`src/rtl/dbus_wb_bridge.sv`:
```
// Bridges a single-cycle-strobe core data bus onto a Wishbone classic master port.
// One transfer in flight at a time; errors, timeouts and overruns latch a sticky flag.
module dbus_wb_bridge #(
  parameter int          TIMEOUT  = 255,
  parameter logic [15:0] ERR_DATA = 16'hFFFF
) (
  input  logic        clk,
  input  logic        reset,
  input  logic [15:0] dbus_adr,
  input  logic        dbus_re,
  input  logic        dbus_we,
  input  logic [15:0] dbus_dat_o,
  output logic [15:0] dbus_dat_i,
  output logic        dbus_busy,
  output logic        wb_cyc_o,
  output logic        wb_stb_o,
  output logic        wb_we_o,
  output logic [15:0] wb_adr_o,
  output logic [15:0] wb_dat_o,
  output logic [1:0]  wb_sel_o,
  input  logic [15:0] wb_dat_i,
  input  logic        wb_ack_i,
  input  logic        wb_err_i,
  output logic        err_o,
  input  logic        err_clr
);

  typedef enum logic {IDLE, BUS} state_t;

  // Last counter value before a silent slave is forcibly terminated.
  localparam logic [7:0] CNT_LAST = 8'(TIMEOUT - 1);

  state_t      state_reg, state_next;
  logic [7:0]  cnt_reg, cnt_next;
  logic        cyc_reg, cyc_next;
  logic        we_reg, we_next;
  logic [15:0] adr_reg, adr_next;
  logic [15:0] wdat_reg, wdat_next;
  logic [15:0] rdat_reg, rdat_next;
  logic        err_reg, err_next;
  logic        set_err;

  always_ff @(posedge clk) begin
    if (reset) begin
      state_reg <= IDLE;
      cnt_reg   <= '0;
      cyc_reg   <= 1'b0;
      we_reg    <= 1'b0;
      adr_reg   <= '0;
      wdat_reg  <= '0;
      rdat_reg  <= '0;
      err_reg   <= 1'b0;
    end else begin
      state_reg <= state_next;
      cnt_reg   <= cnt_next;
      cyc_reg   <= cyc_next;
      we_reg    <= we_next;
      adr_reg   <= adr_next;
      wdat_reg  <= wdat_next;
      rdat_reg  <= rdat_next;
      err_reg   <= err_next;
    end
  end

  always_comb begin
    state_next = state_reg;
    cnt_next   = cnt_reg;
    cyc_next   = cyc_reg;
    we_next    = we_reg;
    adr_next   = adr_reg;
    wdat_next  = wdat_reg;
    rdat_next  = rdat_reg;
    set_err    = 1'b0;
    case (state_reg)
      IDLE: begin
        if (dbus_re || dbus_we) begin
          state_next = BUS;
          cyc_next   = 1'b1;
          cnt_next   = '0;
          we_next    = dbus_we;
          adr_next   = dbus_adr;
          wdat_next  = dbus_dat_o;
          set_err    = dbus_re && dbus_we;
        end
      end
      BUS: begin
        // A new strobe while busy is an overrun, even on the terminating edge.
        if (dbus_re || dbus_we) set_err = 1'b1;
        if (wb_err_i || (!wb_ack_i && cnt_reg == CNT_LAST)) begin
          state_next = IDLE;
          cyc_next   = 1'b0;
          set_err    = 1'b1;
          if (!we_reg) rdat_next = ERR_DATA;
        end else if (wb_ack_i) begin
          state_next = IDLE;
          cyc_next   = 1'b0;
          if (!we_reg) rdat_next = wb_dat_i;
        end else begin
          cnt_next = cnt_reg + 8'd1;
        end
      end
      default: state_next = IDLE;
    endcase
    err_next = set_err || (err_reg && !err_clr);
  end

  assign wb_cyc_o   = cyc_reg;
  assign wb_stb_o   = cyc_reg;
  assign dbus_busy  = cyc_reg;
  assign wb_we_o    = we_reg;
  assign wb_adr_o   = adr_reg;
  assign wb_dat_o   = wdat_reg;
  assign wb_sel_o   = 2'b11;
  assign dbus_dat_i = rdat_reg;
  assign err_o      = err_reg;

endmodule

```
`config.mk`:
```
export PLATFORM = sky130hd
export DESIGN_NAME = dbus_wb_bridge
export DESIGN_NICKNAME = d
export VERILOG_FILES = /design/src/rtl/dbus_wb_bridge.sv
export SDC_FILE = /design/constraint.sdc
export NUM_CORES = 1
export LEC_CHECK = 0
export CORE_MARGIN = 4
export CORE_UTILIZATION = 40
export CTS_BUF_LIST = sky130_fd_sc_hd__clkbuf_8 sky130_fd_sc_hd__clkbuf_16
export CTS_CLUSTER_SIZE = 25
export DETAILED_ROUTE_END_ITERATION = 8
export PLACE_DENSITY = 0.88
export SLEW_MARGIN = 20
export SYNTH_ARGS = -nofsm -noshare
export SYNTH_HDL_FRONTEND = slang
export SYNTH_SLANG_ARGS = --single-unit
```
`constraint.sdc`:
```
create_clock -name clk -period 1.9 [get_ports clk]
set_input_delay 0.57 -clock clk [delete_from_list [all_inputs] [get_ports clk]]
set_output_delay 0.57 -clock clk [all_outputs]
set_load 0.01 [all_outputs]
```
==> flow_summary.ini <==
[outcome]
status = complete, no violations

[setup_path]
worstReg2RegEnd = dbus_dat_i[8]$_SDFFE_PP0P_
crit_path_max_fanout = 5
worstSetupStartpointType = input pin
worst_r2r_path_depth = 7
kind_of_critical_path = input pin to flop
timing.rr.start = cnt_reg[0]$_SDFFE_PP0P_
setup.reg_to_reg.worst_slack_ns = 0.26
worst-endpoint-arrival_ns = 2.05
critical_path_required_ns = 2.15
worstSetupEndpointType = flop

[floorplan]
dieWidth_um = 84.6
floorplan.initialDensity_pct = 41.8
die_y_um = 84.6
total_die_area_um2 = 7150
ioPinCount = 110
row_count = 27
placeableCoreArea_um2 = 5610

[finish]
final_core_utilization_pct = 66.6
antenna_cells = 0
layout.cells.non_filler = 478
post_route_cells_drive_above_1_share_pct = 10.1
design.final.nets = 459
flow.area_growth_from_synthesis_pct = 59.3

[cts]
worst_skew_pair.late_latency_ns = 0.33
cts_made_buffers = 9
cts_sinks = 60
cts.root.buffer_cell = sky130_fd_sc_hd__clkbuf_8
cts-htree-levels = 3
cts_post_setup_buffers_inserted = 0
cts-resized-gates = 0
cts_tree = built
clock_path_buffers = 2
clk_transition_reported_paths_ns = 0.07
cts.hold.buffers_added = 0

[power]
cellInternalPower_mw = 2.28
total_leakage_power_nw = 1.42
power.switching_fraction_pct = 24.8
worst_ir_drop_vdd_mv = 0.671
combPwrFrac_pct = 19.1
power.switching_mw = 0.752
sequential_share_of_power_pct = 45.9
power_per_cell_area_nw_per_um2 = 812
clk_pwr_share_pct = 35.0
power.total_mw = 3.04

[timing]
final.hold.worst_slack_ns = 0.452
timing.final.max_slew_violations = 0
finalSetupViolations = 0
clock_skew_ns = 0.00602
layout_worst_path_cycle_share_pct = 94.8
finalHoldViolations = 0
rsz0062_at_grt = no
max_clock_freq_mhz = 555
min_period_ns = 1.80

[placed_design]
placed_cells_incl_taps = 463
place.port_buffers = 107
detailedPlacementHpwl_mm = 4.64
gp_congestion = 0.769

[route]
via_per_inst = 4.85
drt_pre_antenna_iters = 5
ant_nets = 0
wl_mm = 6.38
first_iter_violations = 163
drt_drc_violations_left = 0
detailroute.via_count = 2317
wl_per_cell_um = 13.3

[yosys]
yosysWarnings = 0
synth_area_per_cell_um2 = 8.12
yosys_register_bits = 60
synth_flop_cell = sky130_fd_sc_hd__dfxtp_1
synth_sequential_area_ratio_pct = 51.2
synth_area_um2 = 2350
share_of_flip_flops_with_an_asynchronous_set_or_reset_after_synthesis_pct = 0
synth_edf_count = 0
synthDistinctLibCells = 34
post_synth_inst_count = 289

[grt]
grt_use_met3_pct = 7.65
grt_antenna_before_repair = 0
grt_overflow = 0
gr-max-usage-layer = met2
vias_in_the_first_global_route = 2202
grtUsageTotal_pct = 17.6
grt_first_pass_wirelength_mm = 10.2
met1_layer_usage_reported_by_global_route_pct = 21.1
groute.layer.met2.usage_pct = 27.8
grt_start_max_net_pins = 33

[job]
max_cap_viol_count = 0

[hold_path]
hold_path.startpoint = wb_adr_o[8]$_SDFFE_PP0P_
hold_class = flop to flop
hold_path_depth = 2
worstHoldEndpoint = wb_adr_o[8]$_SDFFE_PP0P_
==> cell usage in the layout, fill, tap and decap left out, types with 2 or more instances in the layout <==
| master | instances |
|---|---|
| sky130_fd_sc_hd__a21oi_1 | 40 |
| sky130_fd_sc_hd__clkdlybuf4s50_1 | 106 |
| sky130_fd_sc_hd__nor2_1 | 19 |
| sky130_fd_sc_hd__buf_4 | 15 |
| sky130_fd_sc_hd__nor2b_1 | 2 |
| sky130_fd_sc_hd__inv_1 | 19 |
| sky130_fd_sc_hd__dfxtp_1 | 59 |
| sky130_fd_sc_hd__clkbuf_8 | 13 |
| sky130_fd_sc_hd__a31oi_1 | 2 |
| sky130_fd_sc_hd__nand3_1 | 8 |
| sky130_fd_sc_hd__a211oi_1 | 16 |
| sky130_fd_sc_hd__conb_1 | 2 |
| sky130_fd_sc_hd__nand2_1 | 67 |
| sky130_fd_sc_hd__ha_1 | 2 |
| sky130_fd_sc_hd__or4_1 | 2 |
| sky130_fd_sc_hd__o211ai_1 | 4 |
| sky130_fd_sc_hd__or3_1 | 2 |
| sky130_fd_sc_hd__a21o_1 | 2 |
| sky130_fd_sc_hd__o21ai_0 | 3 |
| sky130_fd_sc_hd__nand2b_1 | 4 |
==> power groups by stage <==
stage | registers [mW] | clock network, mW | logic (mW)
final | 1.39 | 1.06 | 0.581
after global routing | 1.40 | 1.17 | 0.628
after CTS | 1.39 | 1.10 | 0.588
after detailed placement | 1.42 | 0 | 0.584
after global placement | 1.41 | 0 | 0.574
after floorplan | 1.46 | 0 | 0.188
==> cells in the mapped netlist (all sizes together), types with 2 or more instances <==
library cell / count / area share [%]
or3: 2 / 0.53
inv: 18 / 2.9
clkbuf: 15 / 2.4
dfxtp: 60 / 51
nand3: 8 / 1.7
ha: 2 / 1.1
buf: 7 / 1.9
nand2b: 4 / 1.1
nor2b: 2 / 0.53
nand2: 67 / 11
or4: 2 / 0.64
a211oi: 16 / 5.1
nand4: 2 / 0.80
nor2: 20 / 3.2
a31oi: 2 / 0.53
a21oi: 40 / 8.5
a21o: 2 / 0.64
o21ai: 4 / 0.85
o211ai: 4 / 1.3
==> per-stage QoR <==
stage               setup TNS, ns  setup WS [ns]  cell area [um^2]
global placement           -0.671         -0.173              3540
CTS                             0         0.0366              3730
finish                          0         0.0981              3740
global route                    0        0.00447              3740
detailed placement          -1.23         -0.263              3540
floorplan                       0          0.326              2350
==> cells by family (layout without fill, tap and decap cells) <==
family	after synthesis	count (layout)	synth area share [%]
AO/OA/AOI/OAI	73	73	18.8
buffers and inverters	40	156	7.20
other	1	2	0.160
AND/OR/NAND/NOR	112	112	21.1
adder cells (fa/ha/maj)	2	2	1.07
multiplexers	1	1	0.480
flip-flops	60	60	51.2
==> cell type report <==
class / count / area [um^2]
clock buffers: 13 / 179
flip-flops and latches: 60 / 1200
repair buffers: 123 / 1200
fillers: 455 / 1870
inverters: 18 / 67.6
clock inverters: 2 / 8.76
well taps: 72 / 90.1
multi-input cells: 190 / 990
==> critical path: stages <==
cell,delay [ns]
sky130_fd_sc_hd__clkdlybuf4s50_1,0.45
sky130_fd_sc_hd__nor3b_2,0.24
sky130_fd_sc_hd__o21ai_2,0.11
sky130_fd_sc_hd__or4_1,0.49
sky130_fd_sc_hd__a31oi_1,0.19
==> worst max path at each step <==
stage,from,to,slack [ns],cells past startpoint
final,wb_ack_i,cnt_reg[7]$_SDFFE_PP0P_,0.1,5
after global routing,wb_ack_i,cnt_reg[7]$_SDFFE_PP0P_,0.004,5
after CTS,dbus_busy$_SDFFE_PP0P_,wb_stb_o,0.04,1
after detailed placement,wb_ack_i,cnt_reg[7]$_SDFFE_PP0P_,-0.26,5
after global placement,wb_ack_i,cnt_reg[7]$_SDFFE_PP0P_,-0.17,5
after floorplan,cnt_reg[0]$_SDFFE_PP0P_,dbus_dat_i[0]$_SDFFE_PP0P_,0.33,7
==> per-layer routing <==
layer  up-vias  part of all wire [%]
li1       1179                     -
met1      1029                    44
met2        99                    44
met3        10                    10
met4         0                   1.6
met5         -                     0
(Power assumes the default switching activity.)
